`src/rtl/reg_40xx_scan_reader.sv`:
```
// Streams a run of entries from a 40-deep register file over valid/ready.
// Optional REG40_SCAN_FWD_EN adds a write-snoop port that forwards same-cycle writes.
module reg_40xx_scan_reader #(
    parameter int WIDTH = 1
) (
    input  logic             clk,
    input  logic             rst,
    input  logic             start,
    input  logic [5:0]       start_addr,
    input  logic [5:0]       start_count,
    input  logic             abort,
    output logic [5:0]       rf_rd_addr,
    input  logic [WIDTH-1:0] rf_rd_data,
    output logic             out_valid,
    input  logic             out_ready,
    output logic [WIDTH-1:0] out_data,
    output logic [5:0]       out_addr,
    output logic             busy,
    output logic             done,
    output logic             err
`ifdef REG40_SCAN_FWD_EN
    ,
    input  logic             snoop_wr_en,
    input  logic [5:0]       snoop_wr_addr,
    input  logic [WIDTH-1:0] snoop_wr_data
`endif
);

    typedef enum logic [1:0] {
        IDLE  = 2'd0,
        READ  = 2'd1,
        DRAIN = 2'd2
    } state_t;

    state_t           state;
    state_t           state_nxt;
    logic [5:0]       ptr;
    logic [5:0]       remain;
    logic [5:0]       addr_hold;
    logic             start_ok;
    logic             cap;
    logic             hs;
    logic [WIDTH-1:0] cap_data;
    logic [5:0]       ptr_inc;

    assign start_ok = (start_addr <= 6'd39)
                   && (start_count != 6'd0)
                   && (start_count <= 6'd40);
    assign hs       = out_valid && out_ready;
    assign ptr_inc  = (ptr == 6'd39) ? 6'd0 : ptr + 6'd1;

    always_ff @(posedge clk) begin
        if (rst) begin
            state <= IDLE;
        end else begin
            state <= state_nxt;
        end
    end

    always_comb begin
        state_nxt = state;
        if (abort) begin
            state_nxt = IDLE;
        end else begin
            unique case (state)
                IDLE: begin
                    if (start && start_ok) begin
                        state_nxt = READ;
                    end
                end
                READ: begin
                    if (cap && remain == 6'd1) begin
                        state_nxt = DRAIN;
                    end
                end
                DRAIN: begin
                    if (hs) begin
                        state_nxt = IDLE;
                    end
                end
                default: state_nxt = IDLE;
            endcase
        end
    end

    always_comb begin
        busy       = (state != IDLE);
        rf_rd_addr = (state == READ) ? ptr : addr_hold;
        cap        = (state == READ) && (!out_valid || out_ready) && !abort;
`ifdef REG40_SCAN_FWD_EN
        cap_data   = (snoop_wr_en && snoop_wr_addr == ptr) ? snoop_wr_data
                                                           : rf_rd_data;
`else
        cap_data   = rf_rd_data;
`endif
    end

    // addr_hold keeps the last presented address once READ is left
    always_ff @(posedge clk) begin
        if (rst) begin
            ptr       <= 6'd0;
            remain    <= 6'd0;
            addr_hold <= 6'd0;
            out_valid <= 1'b0;
            out_data  <= '0;
            out_addr  <= 6'd0;
            done      <= 1'b0;
            err       <= 1'b0;
        end else begin
            done <= 1'b0;
            err  <= 1'b0;
            if (state == READ) begin
                addr_hold <= ptr;
            end
            if (abort) begin
                out_valid <= 1'b0;
            end else begin
                if (state == IDLE && start) begin
                    if (start_ok) begin
                        ptr    <= start_addr;
                        remain <= start_count;
                    end else begin
                        err <= 1'b1;
                    end
                end
                if (cap) begin
                    out_data  <= cap_data;
                    out_addr  <= ptr;
                    out_valid <= 1'b1;
                    ptr       <= ptr_inc;
                    remain    <= remain - 6'd1;
                end else if (hs) begin
                    out_valid <= 1'b0;
                end
                if (state == DRAIN && hs) begin
                    done <= 1'b1;
                end
            end
        end
    end

endmodule

```
`config.mk`:
```
export PLATFORM = sky130hd
export DESIGN_NAME = reg_40xx_scan_reader
export DESIGN_NICKNAME = d
export VERILOG_FILES = /design/src/rtl/reg_40xx_scan_reader.sv
export SDC_FILE = /design/constraint.sdc
export NUM_CORES = 1
export LEC_CHECK = 0
export CORE_ASPECT_RATIO = 0.7
export CORE_MARGIN = 2
export CORE_UTILIZATION = 51
export CTS_BUF_LIST = sky130_fd_sc_hd__clkbuf_4 sky130_fd_sc_hd__clkbuf_8
export DETAILED_ROUTE_END_ITERATION = 12
export GPL_TIMING_DRIVEN = 0
export PLACE_DENSITY = 0.82
export REMOVE_ABC_BUFFERS = 1
export SETUP_SLACK_MARGIN = 0.1
export SLEW_MARGIN = 25
export SYNTH_ARGS = -nofsm -noshare
export SYNTH_HDL_FRONTEND = slang
export SYNTH_SLANG_ARGS = --single-unit
```
`constraint.sdc`:
```
create_clock -name clk -period 2 [get_ports clk]
set_input_delay 0.4 -clock clk [delete_from_list [all_inputs] [get_ports clk]]
set_output_delay 0.4 -clock clk [all_outputs]
set_load 0.005 [all_outputs]
```
==> results by group, run 1 <==
Placed design
  – Count of input and output buffers: 34
  – Routability cong.: around 0.76
  – Final HPWL DP: 2.556 mm

Power
  – PwrDens: 612.8 nW/um^2
  – Power Total: 1.317 mW
  – Peak VDD IR: about 0.62 mV
  – P_leak: about 0.83 nW

Detailed routing
  – Drt via density: 6.258
  – Routed WL per cell: 19.28 um
  – Final wirelength: 4.858 mm
  – Post-route antenna net violation count: 0
  – Via total after detailed routing: 1577
  – Number of remaining DRC errors: 0
  – Detailed router's first-iteration violation count: 165
  – Pre-Repair DR Iteration Count: 4

Yosys
  – Predominant post-synthesis flop cell: dfxtp_1
  – Area leader, netlist: dfxtp_1
  – Top-area cell type share of the netlist area: 40.57%
  – Post-synthesis cell type count: 51
  – Synth Register Bits: 30
  – Ys async rst share: 0%
  – Mapped Avg Cell Area: 8.863 um^2
  – Syn. warnings: 0
  – Post-synth EDFFs: 0
  – Synthesized area: 1480 um^2
  – Ranking of synthesized cells by area: dfxtp_1 (41%), nand2_1 (5.8%), mux2_2 (4.6%)
  – Post-synthesis cell count: 167
  – Post-synthesis sequential area ratio: between 40% and 50%

STA
  – Min Tclk post-route: 1.913 ns
  – Slew Viols, Final: 0
  – Max-Slew Margin vs Limit: ~58%
  – RSZ-0062 raised after global routing: true
  – Final worst-path cycle share: 95.65%
  – Final Hold Viols: 0
  – Final setup viols: 0
  – Max Clock Skew: 0.004314 ns
  – Slew of the pin with the lowest slew margin: 0.6245 ns
  – Achievable Freq: 522.7 MHz

Critical path
  – CP Class: reg -> reg
  – CP endpoint kind: flip-flop
  – Startpoint Class: flip-flop
  – CP max FO: 7
  – Worst Path Arrival: 2.11 ns
  – Worst EP required: 2.20 ns

Floorplan
  – Core ar.: approximately 2800 um^2
  – Row count: 16
  – IO Pins: 35
  – Die Ht: 49.08 um
  – Die area: 3356 um^2
  – Starting Density: between 50% and 60%
  – Die Span X: 68.39 um

Global route
  – Largest net degree at the start of global routing: 25
  – Initial antenna violation count: 0
  – GRT Residual Overflow: 0
  – GRT Total Usage: 28.20%
  – First-pass GRT wire length: 6.831 mm
  – Vias in the first global route: between 1000 and 1500

Final layout
  – Post-layout util: 77.25%
  – Area Growth Syn to Fin: 45.22%
  – Fin nets: 238
  – ANT cells: 0
  – Fillers: 190
  – Share of cells above drive strength 1: 24.07%

Clock network
  – Sink Count: 30
  – Clock Tree Root: clkbuf_8
  – Worst skew pair latency: 0.29 ns
  – H-tree depth: 2
  – TritonCTS clock tree: done
  – CTS max path bufs: 2
  – CTS Buf Count: 5
  – CTS clk-pin slew, worst paths: 0.06 ns

Hold path
  – Hold Crit Class: reg -> reg

Outcome
  – Outcome: finished clean

Flow run
  – Max_cap viols: 0
## per-stage QoR
| step | hold slack [ns] | worst slack [ns] | cell area [um^2] | setup TNS, ns | instances |
|---|---|---|---|---|---|
| after floorplan | 0.4467 | -0.1709 | 1434 | -0.1907 | 160 |
| after global placement | 0.4437 | -0.8914 | 1819 | -12.16 | 230 |
| after detailed placement | 0.4488 | -0.6117 | 1826 | -7.785 | 230 |
| after CTS | 0.4554 | 0.04966 | 2048 | 0 | 247 |
| after global routing | 0.4881 | 0.03843 | 2150 | 0 | 252 |
| final | 0.4620 | 0.08698 | 2150 | 0 | 252 |
## path summary, 6_finish.rpt
check	slack, ns	from	cells past startpoint	endpoint
setup / recovery	0.09	state[1]	7	remain[5]
hold / removal	0.46	out_addr[2]	2	out_addr[2]
setup reg to reg	0.09	state[1]	7	remain[5]
hold reg to reg	0.46	out_addr[2]	2	out_addr[2]
## cell usage in the layout (no fill, tap or decap), types with 3 or more instances in the layout
cell and count:
mux2_2 4, a31oi_1 5, dfxtp_1 28, nand2_1 22
dlygate4sd2_1 3, nor3_1 3, buf_4 9, nor2_1 8
nand3_1 10, inv_1 6, clkdlybuf4s50_1 19, ha_1 3
dlymetal6s2s_1 7, a21oi_1 9, clkbuf_2 3, clkbuf_8 6
buf_6 3, and2_1 7
## cell type report
cell class	instances	area (um^2)	share of cell area, %
Sequential cell	30	603.1	28.06
Multi-Input combinational cell	126	915.9	42.61
Inverter	6	22.52	1.048
Clock buffer	6	82.58	3.842
Timing Repair Buffer	48	480.5	22.35
Tap cell	36	45.04	2.095
## sequential cells by signal, indices dropped and copies added (netlist names)
| register | cells |
|---|---|
| addr_hold | 6 |
| done | 1 |
| err | 1 |
| out_addr | 6 |
| out_data | 1 |
| out_valid | 1 |
| ptr | 6 |
| remain | 6 |
| state | 2 |
## routing by layer
layer  GRT usage, %  vias to the layer above  wire length, um
met4          14.00                        0              223
met1          34.70                      739             1932
li1               -                      710                -
met2          43.59                      102             2235
met5              0                        -                0
met3          9.238                       26              466
## cells by family after synthesis
logic type                 Yosys count  synth area share, %
and+or+nand+nor                     78                29.76
DFF                                 30                40.58
muxes                                6                4.564
buffers and inverters               13                4.648
adders and majority gates            3                2.536
AOI/OAI and AO/OA                   36                17.33
xor gates and xnor gates             1               0.5918
## Yosys cell counts (all sizes together) (2+ instances only)
| master | n |
|---|---|
| and2 | 7 |
| nor4 | 5 |
| o211ai | 2 |
| inv | 6 |
| nand2b | 3 |
| a2111oi | 3 |
| nor2b | 3 |
| mux2 | 6 |
| buf | 5 |
| nor2 | 8 |
| clkbuf | 2 |
| or2 | 2 |
| nand2 | 23 |
| a21oi | 9 |
| dfxtp | 30 |
| a211oi | 3 |
| ha | 3 |
| o21ai | 4 |
| a31oi | 5 |
| nand3 | 11 |
| nand3b | 2 |
| and3 | 2 |
| nor3 | 6 |
## worst max-delay path: stages (launching register included)
cell and delay, ns:
dfxtp_2 0.33, buf_4 0.14, or3b_4 0.41, nor3b_4 0.26, and3_4 0.30, buf_12 0.13
nand2_1 0.07, a31oi_1 0.18
## power breakdown
group          internal (mW)  total [mW]  leakage (nW)  switching (mW)
clock network          0.265       0.489        0.0431           0.224
logic                 0.0924       0.190         0.547          0.0981
registers              0.614       0.638         0.244          0.0242
total                  0.971        1.32         0.834           0.346
## repair_timing
item | in CTS | in global routing
setup buffers | 10 | 4
resized for setup | 19 | 26
pin swaps | 3 | 5
cloned | 1 | 1
setup endpoints to repair | 21 | 14
hold buffers | 0 | 0
Power figures use the tool's default switching activity.
==> run 2, diff against run 1 <==
--- a/config.mk
+++ b/config.mk
@@ -8,9 +8,9 @@
 export CORE_ASPECT_RATIO = 0.7
 export CORE_MARGIN = 2
-export CORE_UTILIZATION = 51
+export CORE_UTILIZATION = 55
 export CTS_BUF_LIST = sky130_fd_sc_hd__clkbuf_4 sky130_fd_sc_hd__clkbuf_8
 export DETAILED_ROUTE_END_ITERATION = 12
 export GPL_TIMING_DRIVEN = 0
-export PLACE_DENSITY = 0.82
+export PLACE_DENSITY = 0.87
 export REMOVE_ABC_BUFFERS = 1
 export SETUP_SLACK_MARGIN = 0.1
==> constraint.sdc (replaced) <==
create_clock -name clk -period 2.4 [get_ports clk]
set_input_delay 0.48 -clock clk [delete_from_list [all_inputs] [get_ports clk]]
set_output_delay 0.48 -clock clk [all_outputs]
set_load 0.05 [all_outputs]
==> results by group, run 2 (synthesized netlist as in run 1, its figures left out) <==
Outcome
  – Outcome: finished clean

Final layout
  – ANT cells: 0 (unchanged)
  – Fin nets: 226 (-5.0%)
  – Area Growth Syn to Fin: 31.53%
  – Most frequent cells in the layout: dfxtp_1 (30), clkdlybuf4s50_1 (27), nand2_1 (23)
  – Most frequent standard cell in the layout excluding fill and tap cells: dfxtp_1
  – Post-layout util: 77.41% (+0.16 points)
  – Post-route non-filler standard cell count: 239 (-5.2%)
  – Share of cells above drive strength 1: 14.15% (-9.9 points)

Detailed routing
  – Metal2 WL: 1.951 mm (-13%)
  – Pre-Repair DR Iteration Count: 4 (unchanged)
  – Number of remaining DRC errors: 0 (unchanged)
  – Met3 routed WL: 315 um (-32%)
  – Drt via density: 6.100 (-2.5%)
  – Post-route antenna net violation count: 0 (unchanged)
  – Via total after detailed routing: 1458 (-7.5%)
  – Routed WL per cell: 16.44 um (-15%)
  – Final wirelength: 3.929 mm (-19%)
  – Detailed router's first-iteration violation count: 104 (-37%)
  – Met1 wire length: 1.589 mm (-18%)
  – Highest routing layer actually used: met4

Placed design
  – Count of input and output buffers: 34 (unchanged)
  – Routability cong.: 0.8057 (+5.6%)
  – Final HPWL DP: 2.719 mm (+6.3%)
  – Post-Place Worst Slack: -0.3064 ns (+0.3053 ns)
  – Dpl cells: 228 (-0.87%)

Clock network
  – Clock Tree Root: clkbuf_8
  – H-tree depth: 2 (unchanged)
  – CTS max path bufs: 2 (unchanged)
  – TritonCTS clock tree: done
  – CTS Buf Count: 5 (unchanged)
  – CTS clk-pin slew, worst paths: 0.06 ns (about the same)
  – Worst skew pair latency: 0.28 ns (about the same)
  – Sink Count: 30 (unchanged)
  – # hold bufs at CTS: 0 (unchanged)

Power
  – Sw Ratio: 25.45% (-0.82 points)
  – Peak VDD IR: 0.5369 mV (-13%)
  – Clock Power Share: 37.5% (+0.4 points)
  – Logic pwr share: 13.1% (-1.4 points)
  – P_leak: 0.7087 nW (-15%)
  – Cell Int Power: 0.7974 mW (-18%)
  – PwrDens: 549.5 nW/um^2 (-10%)
  – Net Switching: 0.2723 mW (-21%)
  – Flop pwr share: 49.4% (+1.0 points)

Floorplan
  – Row count: 15 (-1)
  – Core ar.: 2515 um^2 (-9.6%)
  – Die area: 3129 um^2 (-6.8%)
  – Die Ht: 47.41 um (-3.4%)
  – Die Span X: 66.01 um (-3.5%)
  – Starting Density: 58.86% (+5.7 points)
  – IO Pins: 35 (unchanged)

Critical path
  – Critical path's top delay family: buffers and inverters
  – Slowest CP cell: dlygate4sd2_1
  – Bufs and invs on worst path: 1 (-1)
  – Worst EP required: 1.92 ns (-0.28 ns)
  – CP max FO: 12 (+5)
  – CP Class: reg -> out
  – CP endpoint kind: output pin
  – Crit-path max cell delay: 0.43 ns (+0.02 ns)
  – Worst path cell trace: nand2b_4 > mux2_2 > dlygate4sd2_1
  – Worst Path Arrival: 1.72 ns (-0.39 ns)
  – Startpoint Class: flip-flop

STA
  – RSZ-0062 raised after global routing: false
  – Slew of the pin with the lowest slew margin: 0.9308 ns (+0.3063 ns)
  – Max-Slew Margin vs Limit: 37.85% (-20 points)
  – Final Hold Viols: 0 (unchanged)
  – Setup WS post-layout: 0.2019 ns (+0.1149 ns)
  – Max Clock Skew: 0.004981 ns (+0.0006674 ns)
  – Slew Viols, Final: 0 (unchanged)
  – Achievable Freq: ~450 MHz
  – Final setup viols: 0 (unchanged)
  – Final worst-path cycle share: 91.59%
  – Total negative slack: 0 ns (unchanged)
  – Min Tclk post-route: 2.198 ns

Hold path
  – Hold Crit Class: reg -> reg

Global route
  – Vias in the first global route: 1348 (-8.2%)
  – First-pass GRT wire length: 6.030 mm (-12%)
  – Largest net degree at the start of global routing: 25 (unchanged)
  – Initial antenna violation count: 0 (unchanged)
  – GRT Total Usage: 27.22% (-0.98 points)
  – GRT Residual Overflow: 0 (unchanged)

Flow run
  – Max_cap viols: 0 (unchanged)
-- run 2: cell count changes in the layout (fill, tap and decap cells not counted), moves of 3 or more --
cell / before / now
dlymetal6s2s_1: 7 / 1
buf_4: 9 / 3
buf_6: 3 / 0
clkdlybuf4s50_1: 19 / 27
dlygate4sd2_1: 3 / 6
clkbuf_2: 3 / 0
-- run 2: metrics by stage --
| stage | hold slack (ns) | total power, mW | cell area, um^2 |
|---|---|---|---|
| CTS | 0.4651 | 1.070 | 1912 |
| detailed placement | 0.4525 | 0.6736 | 1823 |
| global placement | 0.4442 | 0.6642 | 1817 |
| finish | 0.4649 | 1.070 | 1947 |
| floorplan | 0.4661 | 0.6065 | 1434 |
| global route | 0.4779 | 1.103 | 1947 |
-- run 2: power groups by stage --
stage / Combinational (mW) / Sequential (mW) / Clock [mW]
floorplan: 0.0681 / 0.538 / 0
global placement: 0.128 / 0.537 / 0
detailed placement: 0.135 / 0.538 / 0
CTS: 0.137 / 0.527 / 0.406
global route: 0.152 / 0.530 / 0.421
finish: 0.140 / 0.529 / 0.401
-- run 2: worst paths after layout --
check | from | endpoint | slack (ns) | cells past startpoint
setup / recovery | state[1] | rf_rd_addr[4] | 0.20 | 3
hold reg to reg | out_addr[2] | out_addr[2] | 0.46 | 2
hold / removal | out_addr[2] | out_addr[2] | 0.46 | 2
setup reg to reg | state[0] | remain[1] | 0.58 | 5
-- run 2: worst register-to-register path: stages (launching register included) --
cell       delay, ns
dfxtp_1         0.36
or3b_4          0.41
nor3b_4         0.26
and3_4          0.33
nor3_1          0.09
a2111oi_2       0.28
-- run 2: what timing repair did --
action | in CTS | in global routing
cloned | 1 | 0
endpoints found under the setup margin | 8 | 9
gates resized for setup | 7 | 3
pin swaps | 1 | 1
buffers inserted | 0 | 3
-- run 2: area by class of cell --
type	count	area, um^2
timing repair buffer	37	357.8
fill	188	568.0
clock buffer	7	83.83
multi-input combinational	125	839.6
inverter	6	22.52
sequential	30	600.6
tap	34	42.54
-- run 2: per-layer routing --
layer | up-vias | GRT usage, %
li1 | 687 | -
met3 | 11 | 8.393
met1 | 679 | 29.15
met2 | 81 | 51.11
met5 | - | 0
met4 | 0 | 12.65
